<file path="src/rtl/mem_data_arbiter_if.sv">
`default_nettype none
// ============================================================================
// Module      : mem_data_arbiter_if
// Description : Bundle of requester, grant/read-return and memory data-port
//               signals shared between the arbiter and its surroundings.
// Revision    : 1.0 - initial release
// ============================================================================
interface mem_data_arbiter_if #(
  parameter int ADDR_W = 10,
  parameter int DATA_W = 16
) ();
  // Requester 0: CPU load/store unit
  logic              req_0;
  logic              we_0;
  logic [ADDR_W-1:0] addr_0;
  logic [DATA_W-1:0] wdata_0;
  logic              gnt_0;
  logic              rvalid_0;
  logic [DATA_W-1:0] rdata_0;
  // Requester 1: debug / program loader
  logic              req_1;
  logic              we_1;
  logic [ADDR_W-1:0] addr_1;
  logic [DATA_W-1:0] wdata_1;
  logic              lock_1;
  logic              gnt_1;
  logic              rvalid_1;
  logic [DATA_W-1:0] rdata_1;
  // Memory data port
  logic [ADDR_W-1:0] mem_addr;
  logic [DATA_W-1:0] mem_wdata;
  logic              mem_save;
  logic [DATA_W-1:0] mem_rdata;

  // Arbiter side
  modport slave (
    input  req_0, we_0, addr_0, wdata_0,
    input  req_1, we_1, addr_1, wdata_1, lock_1,
    input  mem_rdata,
    output gnt_0, rvalid_0, rdata_0,
    output gnt_1, rvalid_1, rdata_1,
    output mem_addr, mem_wdata, mem_save
  );

  // Requesters and memory side
  modport master (
    output req_0, we_0, addr_0, wdata_0,
    output req_1, we_1, addr_1, wdata_1, lock_1,
    output mem_rdata,
    input  gnt_0, rvalid_0, rdata_0,
    input  gnt_1, rvalid_1, rdata_1,
    input  mem_addr, mem_wdata, mem_save
  );
endinterface
`default_nettype wire

</file>
<file path="src/rtl/mem_data_arbiter.sv">
`default_nettype none
// ============================================================================
// Module      : mem_data_arbiter
// Description : Round-robin arbiter sharing the data port of the unified
//               instruction/data memory between the CPU (requester 0) and the
//               debug loader (requester 1), with a bounded loader bus lock and
//               1-cycle read-data return routing.
// Revision    : 1.0 - initial release
// ============================================================================
module mem_data_arbiter #(
  parameter int ADDR_W   = 10,
  parameter int DATA_W   = 16,
  parameter int MAX_LOCK = 16
) (
  input  wire logic          clk,
  input  wire logic          rst_n,
  mem_data_arbiter_if.slave  bus
);

  typedef enum logic [1:0] {
    ST_OPEN   = 2'd0,
    ST_LOCKED = 2'd1,
    ST_FORCED = 2'd2
  } state_t;

  localparam logic [7:0] c_max_lock = 8'(MAX_LOCK);

  state_t            r_state;
  logic              r_last;      // 1: requester 1 won the most recent grant
  logic [7:0]        r_lock_cnt;  // cycles the CPU has waited under lock
  logic              r_rd_pend;
  logic              r_rd_owner;

  logic              w_sel_0;
  logic              w_sel_1;
  logic [ADDR_W-1:0] w_addr;
  logic [DATA_W-1:0] w_wdata;
  logic              w_save;
  logic [7:0]        w_cnt_inc;

  // Winner selection for the current cycle; nothing is granted during reset
  always_comb begin
    w_sel_0 = 1'b0;
    w_sel_1 = 1'b0;
    case (r_state)
      ST_LOCKED: w_sel_1 = bus.req_1;
      ST_FORCED: begin
        w_sel_0 = bus.req_0;
        w_sel_1 = bus.req_1 & ~bus.req_0;
      end
      default: begin  // ST_OPEN
        if (bus.req_0 && bus.req_1) begin
          w_sel_0 = r_last;
          w_sel_1 = ~r_last;
        end else begin
          w_sel_0 = bus.req_0;
          w_sel_1 = bus.req_1;
        end
      end
    endcase
    if (!rst_n) begin
      w_sel_0 = 1'b0;
      w_sel_1 = 1'b0;
    end
  end

  // Memory port mux: winner's request, requester 0's values when idle
  always_comb begin
    w_addr  = bus.addr_0;
    w_wdata = bus.wdata_0;
    w_save  = w_sel_0 & bus.we_0;
    if (w_sel_1) begin
      w_addr  = bus.addr_1;
      w_wdata = bus.wdata_1;
      w_save  = bus.we_1;
    end
    if (!rst_n) begin
      w_addr  = '0;
      w_wdata = '0;
      w_save  = 1'b0;
    end
  end

  assign w_cnt_inc = (r_lock_cnt == c_max_lock) ? r_lock_cnt : r_lock_cnt + 8'd1;

  // Lock state machine, round-robin history and starvation counter
  always_ff @(posedge clk or negedge rst_n) begin
    if (!rst_n) begin
      r_state    <= ST_OPEN;
      r_last     <= 1'b1;
      r_lock_cnt <= 8'd0;
    end else begin
      if (w_sel_0) begin
        r_last <= 1'b0;
      end else if (w_sel_1) begin
        r_last <= 1'b1;
      end
      case (r_state)
        ST_LOCKED: begin
          // Releasing the lock takes priority over the starvation count
          if (!bus.lock_1) begin
            r_state <= ST_OPEN;
          end else if (bus.req_0) begin
            r_lock_cnt <= w_cnt_inc;
            if (w_cnt_inc == c_max_lock) begin
              r_state <= ST_FORCED;
            end
          end
        end
        ST_FORCED: r_state <= ST_OPEN;
        default: begin  // ST_OPEN
          if (w_sel_1 && bus.lock_1) begin
            r_state    <= ST_LOCKED;
            r_lock_cnt <= 8'd0;
          end
        end
      endcase
    end
  end

  // Carry a granted read across the edge so its data returns to the issuer
  always_ff @(posedge clk or negedge rst_n) begin
    if (!rst_n) begin
      r_rd_pend  <= 1'b0;
      r_rd_owner <= 1'b0;
    end else begin
      r_rd_pend  <= (w_sel_0 & ~bus.we_0) | (w_sel_1 & ~bus.we_1);
      r_rd_owner <= w_sel_1;
    end
  end

  assign bus.gnt_0     = w_sel_0;
  assign bus.gnt_1     = w_sel_1;
  assign bus.mem_addr  = w_addr;
  assign bus.mem_wdata = w_wdata;
  assign bus.mem_save  = w_save;
  assign bus.rvalid_0  = r_rd_pend & ~r_rd_owner;
  assign bus.rvalid_1  = r_rd_pend & r_rd_owner;
  assign bus.rdata_0   = bus.mem_rdata;
  assign bus.rdata_1   = bus.mem_rdata;

endmodule
`default_nettype wire

</file>
<file path="src/flat_wrapper.sv">
// flat-port wrapper written by rule: the top's interface ports become plain ports
module mem_data_arbiter_flat 
#(
  parameter int ADDR_W   = 10,
  parameter int DATA_W   = 16,
  parameter int MAX_LOCK = 16
)
  (clk, rst_n, bus_req_0, bus_we_0, bus_addr_0, bus_wdata_0, bus_req_1, bus_we_1, bus_addr_1, bus_wdata_1, bus_lock_1, bus_mem_rdata, bus_gnt_0, bus_rvalid_0, bus_rdata_0, bus_gnt_1, bus_rvalid_1, bus_rdata_1, bus_mem_addr, bus_mem_wdata, bus_mem_save);
  mem_data_arbiter_if #(.ADDR_W(ADDR_W), .DATA_W(DATA_W)) bus_i ();
  input  wire logic clk;
  input  wire logic rst_n;
  input wire logic [$bits(bus_i.req_0)-1:0] bus_req_0;
  input wire logic [$bits(bus_i.we_0)-1:0] bus_we_0;
  input wire logic [$bits(bus_i.addr_0)-1:0] bus_addr_0;
  input wire logic [$bits(bus_i.wdata_0)-1:0] bus_wdata_0;
  input wire logic [$bits(bus_i.req_1)-1:0] bus_req_1;
  input wire logic [$bits(bus_i.we_1)-1:0] bus_we_1;
  input wire logic [$bits(bus_i.addr_1)-1:0] bus_addr_1;
  input wire logic [$bits(bus_i.wdata_1)-1:0] bus_wdata_1;
  input wire logic [$bits(bus_i.lock_1)-1:0] bus_lock_1;
  input wire logic [$bits(bus_i.mem_rdata)-1:0] bus_mem_rdata;
  output wire logic [$bits(bus_i.gnt_0)-1:0] bus_gnt_0;
  output wire logic [$bits(bus_i.rvalid_0)-1:0] bus_rvalid_0;
  output wire logic [$bits(bus_i.rdata_0)-1:0] bus_rdata_0;
  output wire logic [$bits(bus_i.gnt_1)-1:0] bus_gnt_1;
  output wire logic [$bits(bus_i.rvalid_1)-1:0] bus_rvalid_1;
  output wire logic [$bits(bus_i.rdata_1)-1:0] bus_rdata_1;
  output wire logic [$bits(bus_i.mem_addr)-1:0] bus_mem_addr;
  output wire logic [$bits(bus_i.mem_wdata)-1:0] bus_mem_wdata;
  output wire logic [$bits(bus_i.mem_save)-1:0] bus_mem_save;
  assign bus_i.req_0 = bus_req_0;
  assign bus_i.we_0 = bus_we_0;
  assign bus_i.addr_0 = bus_addr_0;
  assign bus_i.wdata_0 = bus_wdata_0;
  assign bus_i.req_1 = bus_req_1;
  assign bus_i.we_1 = bus_we_1;
  assign bus_i.addr_1 = bus_addr_1;
  assign bus_i.wdata_1 = bus_wdata_1;
  assign bus_i.lock_1 = bus_lock_1;
  assign bus_i.mem_rdata = bus_mem_rdata;
  assign bus_gnt_0 = bus_i.gnt_0;
  assign bus_rvalid_0 = bus_i.rvalid_0;
  assign bus_rdata_0 = bus_i.rdata_0;
  assign bus_gnt_1 = bus_i.gnt_1;
  assign bus_rvalid_1 = bus_i.rvalid_1;
  assign bus_rdata_1 = bus_i.rdata_1;
  assign bus_mem_addr = bus_i.mem_addr;
  assign bus_mem_wdata = bus_i.mem_wdata;
  assign bus_mem_save = bus_i.mem_save;
  mem_data_arbiter #(.ADDR_W(ADDR_W), .DATA_W(DATA_W), .MAX_LOCK(MAX_LOCK)) u_core (.clk(clk), .rst_n(rst_n), .bus(bus_i));
endmodule
</file>
<file path="config.mk">
export PLATFORM = sky130hd
export DESIGN_NAME = mem_data_arbiter_flat
export DESIGN_NICKNAME = d
export VERILOG_FILES = /design/src/rtl/mem_data_arbiter_if.sv /design/src/rtl/mem_data_arbiter.sv /design/src/flat_wrapper.sv
export SDC_FILE = /design/constraint.sdc
export NUM_CORES = 1
export LEC_CHECK = 0
export ABC_AREA = 1
export ABC_CLOCK_PERIOD_IN_PS = 2800
export CORE_UTILIZATION = 28
export CTS_BUF_LIST = sky130_fd_sc_hd__clkbuf_2
export DETAILED_ROUTE_END_ITERATION = 8
export GPL_ROUTABILITY_DRIVEN = 0
export GPL_TIMING_DRIVEN = 0
export PLACE_DENSITY = 0.81
export SYNTH_ARGS = -nofsm -noshare
export SYNTH_HDL_FRONTEND = slang
export SYNTH_SLANG_ARGS = --single-unit
export TNS_END_PERCENT = 1
</file>
<file path="constraint.sdc">
create_clock -name clk -period 2.8 [get_ports clk]
set_input_delay 0.42 -clock clk [delete_from_list [all_inputs] [get_ports clk]]
set_output_delay 0.42 -clock clk [all_outputs]
set_load 0.005 [all_outputs]
</file>
; Yosys cells after proc, flatten, opt, wreduce, memory -nomap -nowiden
; Index checks and enable logic that the tools add are counted.
; W data, S select, Z words.
[word_totals]
in_bits = 75
output_inout_bits = 63
register_bits = 13
elab_cells = 58
[op_classes]
n_eq_ne = 8
n_addsub = 1
n_bitwise = 13
n_mux = 24
reduce_logical = 7
[op_table]
columns = operator, count
row1 = $mux W16, 2
row2 = $mux W8, 4
row3 = $mux W10, 2
row4 = $eq A8 B5 Y1 const B, 2
row5 = $pmux W8 S2, 1
row6 = $add A8 B1 Y8 const B, 1
row7 = $mux W1, 8
row8 = $mux W2, 4
row9 = $and A1 B1 Y1, 6
row10 = $not A1 Y1, 6
row11 = $ne A2 B2 Y1 const B, 2
row12 = $pmux W1 S2, 2
row13 = $pmux W2 S2, 1
row14 = $reduce_and A4 Y1, 1
row15 = $reduce_bool A2 Y1, 2
row16 = $ne A3 B2 Y1 const B, 1
row17 = $ne A3 B3 Y1 const B, 1
row18 = $reduce_and A3 Y1, 1
row19 = $reduce_bool A3 Y1, 1
row20 = $eq A2 B1 Y1 const B, 1
row21 = $eq A2 B2 Y1 const B, 1
row22 = $logic_and A1 B1 Y1, 2
row23 = $or A1 B1 Y1, 1

; Depth between registers and ports, before layout
; Gate-level depths: netlist of the first run.
[logic_depth]
depth_word = 7
ltp_mapped = 13
ltp_nobuf = 13

; Worst setup path before layout of the first run
; No wires, ideal clock.
[synth_path]
kind = register -> output
from = register u_core.r_state[0]
to = output bus_mem_addr[7]
n_path_buf = 2
path_slack_ns = 0.922
stages_incl_launch_ff = 9
required_ns = 2.380
arrival_time_ns = 1.458
path_cell_list = dfrtp_1 -> inv_1 -> ha_1 -> nand4_1 -> nand3_2 -> buf_2 -> buf_4 -> o21ai_0 -> nor2_1
[synth_between]
elab_chain_cells = 5
elab_cells_between_ends = 6
cone_classes = eq/ne: 2 / mux: 4
[synth_rtl]
columns = item, line
row1 = "start, declared", mem_data_arbiter.sv:28  ; state_t r_state;
row2 = "start signal, assigned", mem_data_arbiter.sv:89  ; r_state <= ST_OPEN;
row3 = "start signal, assigned", mem_data_arbiter.sv:102  ; r_state <= ST_OPEN;
row4 = "start signal, assigned", mem_data_arbiter.sv:106  ; r_state <= ST_FORCED;
row5 = $eq A2 B2 Y1 / $eq A2 B1 Y1 (equally long branches), mem_data_arbiter.sv:45  ; case (r_state)
row6 = $pmux W1 S2 (*), mem_data_arbiter.sv:45
row7 = $mux W1 (*), mem_data_arbiter.sv:61  ; if (!rst_n) begin
row8 = $mux W10 (*), mem_data_arbiter.sv:72  ; if (w_sel_1) begin
row9 = $mux W10 (*), mem_data_arbiter.sv:77  ; if (!rst_n) begin
row10 = "end, declared", flat_wrapper.sv:28  ; output wire logic [$bits(bus_i.mem_addr)-1:0] bus_mem_addr;
; Mark *: on every way between the ends. The rest lies on a longest branch, timed or not.

; Worst setup path after layout of the first run
[layout_path]
from = register u_core.r_state[0]
to = output bus_mem_wdata[1]
[layout_between]
elab_chain_cells = 5
elab_cells_between_ends = 6
cone_classes = eq/ne: 2 / mux: 4
[layout_rtl]
columns = item, line
row1 = $eq A2 B2 Y1 / $eq A2 B1 Y1 (equally long branches), mem_data_arbiter.sv:45
row2 = $pmux W1 S2 (*), mem_data_arbiter.sv:45
row3 = $mux W1 (*), mem_data_arbiter.sv:61
row4 = $mux W16 (*), mem_data_arbiter.sv:72
row5 = $mux W16 (*), mem_data_arbiter.sv:77
row6 = "end, declared", flat_wrapper.sv:29  ; output wire logic [$bits(bus_i.mem_wdata)-1:0] bus_mem_wdata;
; Marked as above.

==> results.sh, run 1 <==
export IMPL_start_kind="flop"
export IMPL_start_util=0.291
export IMPL_synth_fa_ha_area_frac=0.0313
export IMPL_fin_nets=471
export IMPL_fp_coreArea_um2=5510
export IMPL_htreeDepth=1
export IMPL_arrival_ns=2.40
export IMPL_clock_latency_ns=0.29
export IMPL_grt_pass1_vias=1944
export IMPL_route_detailed_drc=0
export IMPL_critPathKind="reg -> out"
export IMPL_synth_area_um2=1600
export IMPL_portBuffers=121
export IMPL_period_minus_slack_ns=2.82
export IMPL_hold_viol=0
export IMPL_cts_buffers=3
export IMPL_synth_compound_area_frac=0.146
export IMPL_num_vias=2036
export IMPL_rows=27
export IMPL_fin_worst_skew_ns=0.0241
export IMPL_synth_top_cell_by_area="dfrtp_1"
export IMPL_wl_per_cell_um=11.2
export IMPL_synthCells=261
export IMPL_ys_types=28
export IMPL_reg2reg_depth=11
export IMPL_fmax_mhz=355
export IMPL_dieArea_um2=6020
export IMPL_via_per_inst=4.40
export IMPL_setup_ws_ns=-0.0167
export IMPL_p_comb_frac=0.688
export IMPL_max_slew_margin=0.765
export IMPL_slew_violations=0
export IMPL_power_leakage_uw=0.00153
export IMPL_synth_simple_area_share=0.357
export IMPL_required_ns=2.38
export IMPL_track_usage=0.174
export IMPL_ioPinCount=138
export IMPL_tritoncts="done"
export IMPL_placed_area_um2=2900
export IMPL_root_buffer="clkbuf_2"
export IMPL_status="finished, violations left"
export IMPL_drt_iter0_markers=76
export IMPL_p_sw_frac=0.416
export IMPL_synth_top_family_by_area="simple AND/OR/NAND/NOR gates"
export IMPL_diodes=0
export IMPL_setup_viol=1
export IMPL_clockBufferDepth=2
export IMPL_r2r_start="u_core.r_state[0]"
export IMPL_die_h_um=77.6
export IMPL_hpwlAfterDp_mm=4.11
export IMPL_antenna_found_initial=0
export IMPL_power_internal_uw=710
export IMPL_area_delta_synth_final_pct=89.5
export IMPL_grt_pass1_wl_mm=8.61
export IMPL_yosysWarnings=0
export IMPL_clk_pin_slew_worst_paths_ns=0.16
export IMPL_dr_pass1_iters=4
export IMPL_clkSinkCount=13
export IMPL_synthTopCellsByArea="dfrtp_1 (19%), buf_4 (15%), nor2_1 (14%), nand2_1 (10%), o21ai_0 (9.1%)"
export IMPL_violations="negative setup slack"
export IMPL_drive_above_1_share=0.179
export IMPL_power_density_nw_per_um2=400
export IMPL_ant_nets=0
export IMPL_synth_xor_area_share=0.0156
export IMPL_end_kind="primary output"
export IMPL_synth_area_mux_share=0
export IMPL_fin_crit_sh=1.01
export IMPL_wirelength_mm=5.19
export IMPL_overflow=0
export IMPL_vdd_drop_max_uv=199
export IMPL_grt_start_max_net_pins=12
export IMPL_worstPathMaxFanout=10
export IMPL_hold_ws_ns=0.0743
export IMPL_reg2reg_slack_ns=0.88
export IMPL_sequentialPowerShare=0.227
export IMPL_synth_seq_cells=13
export IMPL_fin_area_um2=3030
export IMPL_synth_top_area_share=0.188
export IMPL_r2r_end="u_core.r_lock_cnt[0]"
export IMPL_syn_nets=340
export IMPL_p_sw_uw=505
export IMPL_drv_cap=0
export IMPL_tightestPinTransition_ns=0.352
export IMPL_syn_area_per_cell_um2=6.13
export IMPL_fp_dieW_um=77.6
export IMPL_p_clk_frac=0.085
export IMPL_rsz0062_at_grt="true"
export IMPL_hold_class="in -> async"
export IMPL_synth_seq_area_share=0.204
export IMPL_fillCellCount=514
power groups by stage:
stage / Clock, uW / Sequential (uW) / Combinational (uW)
6_report: 103 / 276 / 835
3_5_place_dp: 0 / 277 / 780
4_1_cts: 104 / 273 / 834
2_1_floorplan: 0 / 267 / 440
5_1_grt: 118 / 281 / 938
3_3_place_gp: 0 / 275 / 767
worst max-delay path by stage:
stage / cells past startpoint / to / start / slack [ns]
floorplan: 8 / bus_mem_addr[7] / u_core.r_state[0] / 0.92
global placement: 10 / bus_mem_wdata[8] / rst_n / -0.72
detailed placement: 10 / bus_mem_wdata[8] / rst_n / -0.70
CTS: 8 / bus_mem_wdata[8] / u_core.r_state[0] / 0.01
global route: 10 / bus_mem_wdata[1] / u_core.r_state[0] / -0.15
finish: 10 / bus_mem_wdata[1] / u_core.r_state[0] / -0.02
flip-flops by register name, indices dropped and copies added, names as in the netlist:
name,cells
u_core.r_last,1
u_core.r_rd_owner,1
u_core.r_lock_cnt,8
u_core.r_rd_pend,1
u_core.r_state,2
cell usage after synthesis, drive strengths merged:
cell type,instances
nor2,66
dfstp,1
nand2,46
xor2,2
o22ai,1
o21ai,38
nand3,16
a21bo,1
buf,39
clkbuf,3
a21oi,2
dfrtp,12
nand4,2
nor3,1
ha,4
inv,26
a31oi,1
logic make-up (layout without fill, tap and decap cells):
logic type               count (synthesis)  after routing
XOR/XNOR                                 2              2
AND/OR/NAND/NOR                        131            131
flip-flops                              13             13
adder cells (fa/ha/maj)                  4              4
AO/OA/AOI/OAI                           43             43
buffers and inverters                   68            198
per-layer routing:
| layer | global-route usage | up-vias | share of wire |
|---|---|---|---|
| met1 | 0.192 | 884 | 0.38 |
| li1 | - | 1044 | - |
| met2 | 0.324 | 100 | 0.52 |
| met3 | 0.0529 | 8 | 0.090 |
| met5 | 0 | - | 0 |
| met4 | 0.0358 | 0 | 0.011 |
metrics by stage:
stage / setup WS, ns / instances / total power [uW] / setup TNS (ns) / utilization
after floorplan: 0.922 / 261 / 707 / 0 / -
after global placement: -0.721 / 454 / 1040 / -16.74 / 0.527
after detailed placement: -0.700 / 454 / 1060 / -16.90 / 0.527
after CTS: 0.0105 / 463 / 1210 / 0 / 0.543
after global routing: -0.153 / 463 / 1340 / -1.22 / 0.551
final: -0.0167 / 463 / 1210 / -0.0167 / 0.551
worst max-delay path: stages (launching register included):
cell and delay, ns:
dfrtp_1 0.43, buf_4 0.14, ha_1 0.19, a21oi_1 0.12, nand2_1 0.11, nand3_4 0.13
buf_6 0.15, buf_6 0.13, o21ai_0 0.07, nor2_1 0.11, clkdlybuf4s50_1 0.51
placed cells by master, fill, tap and decap left out, types with 2 or more instances in the layout:
master,instances
a21oi_1,2
buf_2,3
buf_4,35
buf_6,5
clkbuf_1,2
clkbuf_2,3
clkdlybuf4s50_1,104
dfrtp_1,12
dlygate4sd2_1,5
dlygate4sd3_1,2
dlymetal6s2s_1,11
ha_1,3
inv_1,23
inv_2,2
nand2_1,44
nand2_2,2
nand3_1,12
nand3_2,3
nor2_1,61
nor2_2,4
o21ai_0,28
o21ai_1,8
layout make-up:
| cell class | instances | area (um^2) | area share |
|---|---|---|---|
| sequential | 13 | 327 | 0.108 |
| timing repair buffer | 126 | 1270 | 0.419 |
| multi-input combinational | 180 | 905 | 0.298 |
| inverter | 26 | 100 | 0.0330 |
| clock buffer | 3 | 15.0 | 0.00495 |
| clock inverter | 1 | 5.00 | 0.00165 |
| buffer | 42 | 322 | 0.106 |
| tap | 72 | 90.1 | 0.0297 |
what timing repair did:
action                                 CTS  global route
setup endpoints to repair               29            22
hold buffers                             2             0
pin swaps                                2             1
buffers inserted                         3             0
cloned                                   0             0
endpoints found under the hold margin    7             0
gates resized for setup                 19            17
Power figures use the tool's default switching activity.
==> run 2, diff against run 1 <==
--- a/config.mk
+++ b/config.mk
@@ -12,6 +12,7 @@
 export DETAILED_ROUTE_END_ITERATION = 8
 export GPL_ROUTABILITY_DRIVEN = 0
 export GPL_TIMING_DRIVEN = 0
+export HOLD_SLACK_MARGIN = 0.03
 export PLACE_DENSITY = 0.81
 export SYNTH_ARGS = -nofsm -noshare
 export SYNTH_HDL_FRONTEND = slang
==> run 2 against run 1 <==
The flow still finishes with violations (negative setup slack). Non-clock buffer count unchanged. Worst hold slack improved by 0.50 ns. Global-route usage about the same. Sequential power about the same.
==> results.sh, run 2 (same netlist as run 1, synthesis figures left out) <==
export IMPL_status="finished, violations left"
export IMPL_violations="negative setup slack"
export IMPL_root_buffer="clkbuf_2"
export IMPL_clockBufferDepth=2
export IMPL_reg2reg_slack_ns=0.88
export IMPL_final_cell_mix="clkdlybuf4s50_1 (104), nor2_1 (61), nand2_1 (44)"
export IMPL_route_detailed_drc=0
export IMPL_required_ns=2.38
export IMPL_cts_buffers=3
export IMPL_post_place_cells=454
export IMPL_regMostFlops="u_core.r_lock_cnt"
export IMPL_die_h_um=77.6
export IMPL_wl_per_cell_um=11.5
export IMPL_fin_area_um2=3030
export IMPL_grt_pass1_vias=1930
export IMPL_wirelength_mm=5.31
export IMPL_setup_viol=1
export IMPL_r2r_start="u_core.r_state[0]"
export IMPL_setup_ws_ns=-0.0254
export IMPL_largest_reg_flops=8
export IMPL_fillCellCount=513
export IMPL_power_density_nw_per_um2=402
export IMPL_final_util=0.551
export IMPL_diodes=0
export IMPL_arrival_ns=2.41
export IMPL_largestRegisters="u_core.r_lock_cnt (8), u_core.r_state (2)"
export IMPL_hold_viol=0
export IMPL_overflow=0
export IMPL_portBuffers=121
export IMPL_drt_iter0_markers=77
export IMPL_fp_dieW_um=77.6
export IMPL_grt_start_max_net_pins=13
export IMPL_fin_cells=463
export IMPL_rsz0062_at_grt="true"
export IMPL_multi_input_area_um2=905
export IMPL_num_vias=2056
export IMPL_drv_cap=0
export IMPL_via_per_inst=4.44
export IMPL_start_kind="flop"
export IMPL_seq_area_um2=327
export IMPL_power_leakage_uw=0.00153
export IMPL_fin_worst_skew_ns=0.0233
export IMPL_finalPower_uw=1220
export IMPL_dieArea_um2=6020
export IMPL_track_usage=0.174
export IMPL_r2r_end="u_core.r_lock_cnt[0]"
export IMPL_critPathKind="reg -> out"
export IMPL_area_delta_synth_final_pct=89.5
export IMPL_endpoint="bus_mem_wdata[1]"
export IMPL_fmax_mhz=354
export IMPL_hold_class="reg -> reg"
export IMPL_fin_crit_sh=1.01
export IMPL_max_slew_margin=0.616
export IMPL_dr_pass1_iters=6
export IMPL_ioPinCount=138
export IMPL_end_kind="primary output"
export IMPL_placed_area_um2=2900
export IMPL_grt_pass1_wl_mm=8.59
export IMPL_rows=27
export IMPL_worstPathMaxFanout=10
export IMPL_tritoncts="done"
export IMPL_clk_pin_slew_worst_paths_ns=0.16
export IMPL_layout_commonest_cell="clkdlybuf4s50_1"
export IMPL_antenna_found_initial=0
export IMPL_period_minus_slack_ns=2.83
export IMPL_start_util=0.291
export IMPL_tightestPinTransition_ns=0.574
export IMPL_reg2reg_depth=11
export IMPL_hpwlAfterDp_mm=4.11
export IMPL_htreeDepth=1
export IMPL_vdd_drop_max_uv=199
export IMPL_clock_latency_ns=0.30
export IMPL_clkSinkCount=13
export IMPL_worstSetupStartpoint="u_core.r_state[0]"
export IMPL_fin_nets=471
export IMPL_fp_coreArea_um2=5510
export IMPL_slew_violations=0
export IMPL_ant_nets=0
export IMPL_drive_above_1_share=0.179
export IMPL_setup_tns_ns=-0.0254
-- run 2: cell counts in the layout (fill, tap and decap cells not counted) --
Identical to the previous run, type by type.
-- run 2: worst max-delay path, cell delays in order (launching register included) --
cell             delay, ns
dfrtp_1               0.43
buf_4                 0.14
ha_1                  0.19
a21oi_1               0.12
nand2_1               0.11
nand3_4               0.13
buf_6                 0.15
buf_6                 0.13
o21ai_0               0.07
nor2_1                0.11
clkdlybuf4s50_1       0.51
-- run 2: what timing repair did --
action / in CTS / in global routing
pin swaps: 2 / 1
endpoints found under the setup margin: 29 / 22
hold buffers: 1 / 1
hold endpoints to repair: 12 / 1
setup buffers: 3 / 0
gates resized for setup: 19 / 17
-- run 2: worst min path at each step --
stage | start | cells after the start | slack, ns | end
3_3_place_gp | u_core.r_lock_cnt[7] | 2 | 0.52 | u_core.r_lock_cnt[7]
4_1_cts | rst_n | 1 | 0.07 | u_core.r_last
5_1_grt | u_core.r_state[0] | 2 | 0.61 | u_core.r_state[0]
3_5_place_dp | u_core.r_state[1] | 2 | 0.53 | u_core.r_state[1]
6_report | u_core.r_state[0] | 2 | 0.58 | u_core.r_state[0]
2_1_floorplan | rst_n | 0 | 0.12 | u_core.r_lock_cnt[0]
-- run 2: final cells by class --
cell class	count	share of cell area
Clock buffer	3	0.00495
Clock inverter	1	0.00165
Tap cell	72	0.0297
Buffer	42	0.106
Inverter	26	0.0330
Sequential cell	13	0.108
Timing Repair Buffer	126	0.419
Multi-Input combinational cell	180	0.298
-- run 2: where the power goes --
group,internal [uW],leakage [uW],switching (uW)
combinational,444,0.00134,396
clock,32.3,0.0000164,72.8
sequential,234,0.000173,42.2
-- run 2: through the flow --
step	hold WS, ns	worst slack [ns]
floorplan	0.124	0.922
global placement	0.519	-0.721
detailed placement	0.535	-0.700
CTS	0.0665	0.0105
global route	0.614	-0.153
finish	0.575	-0.0254
-- run 2: layer usage --
metal,track usage,wire length [um]
met1,0.194,2020
met2,0.324,2780
met3,0.0529,443
met4,0.0302,63
met5,0,0
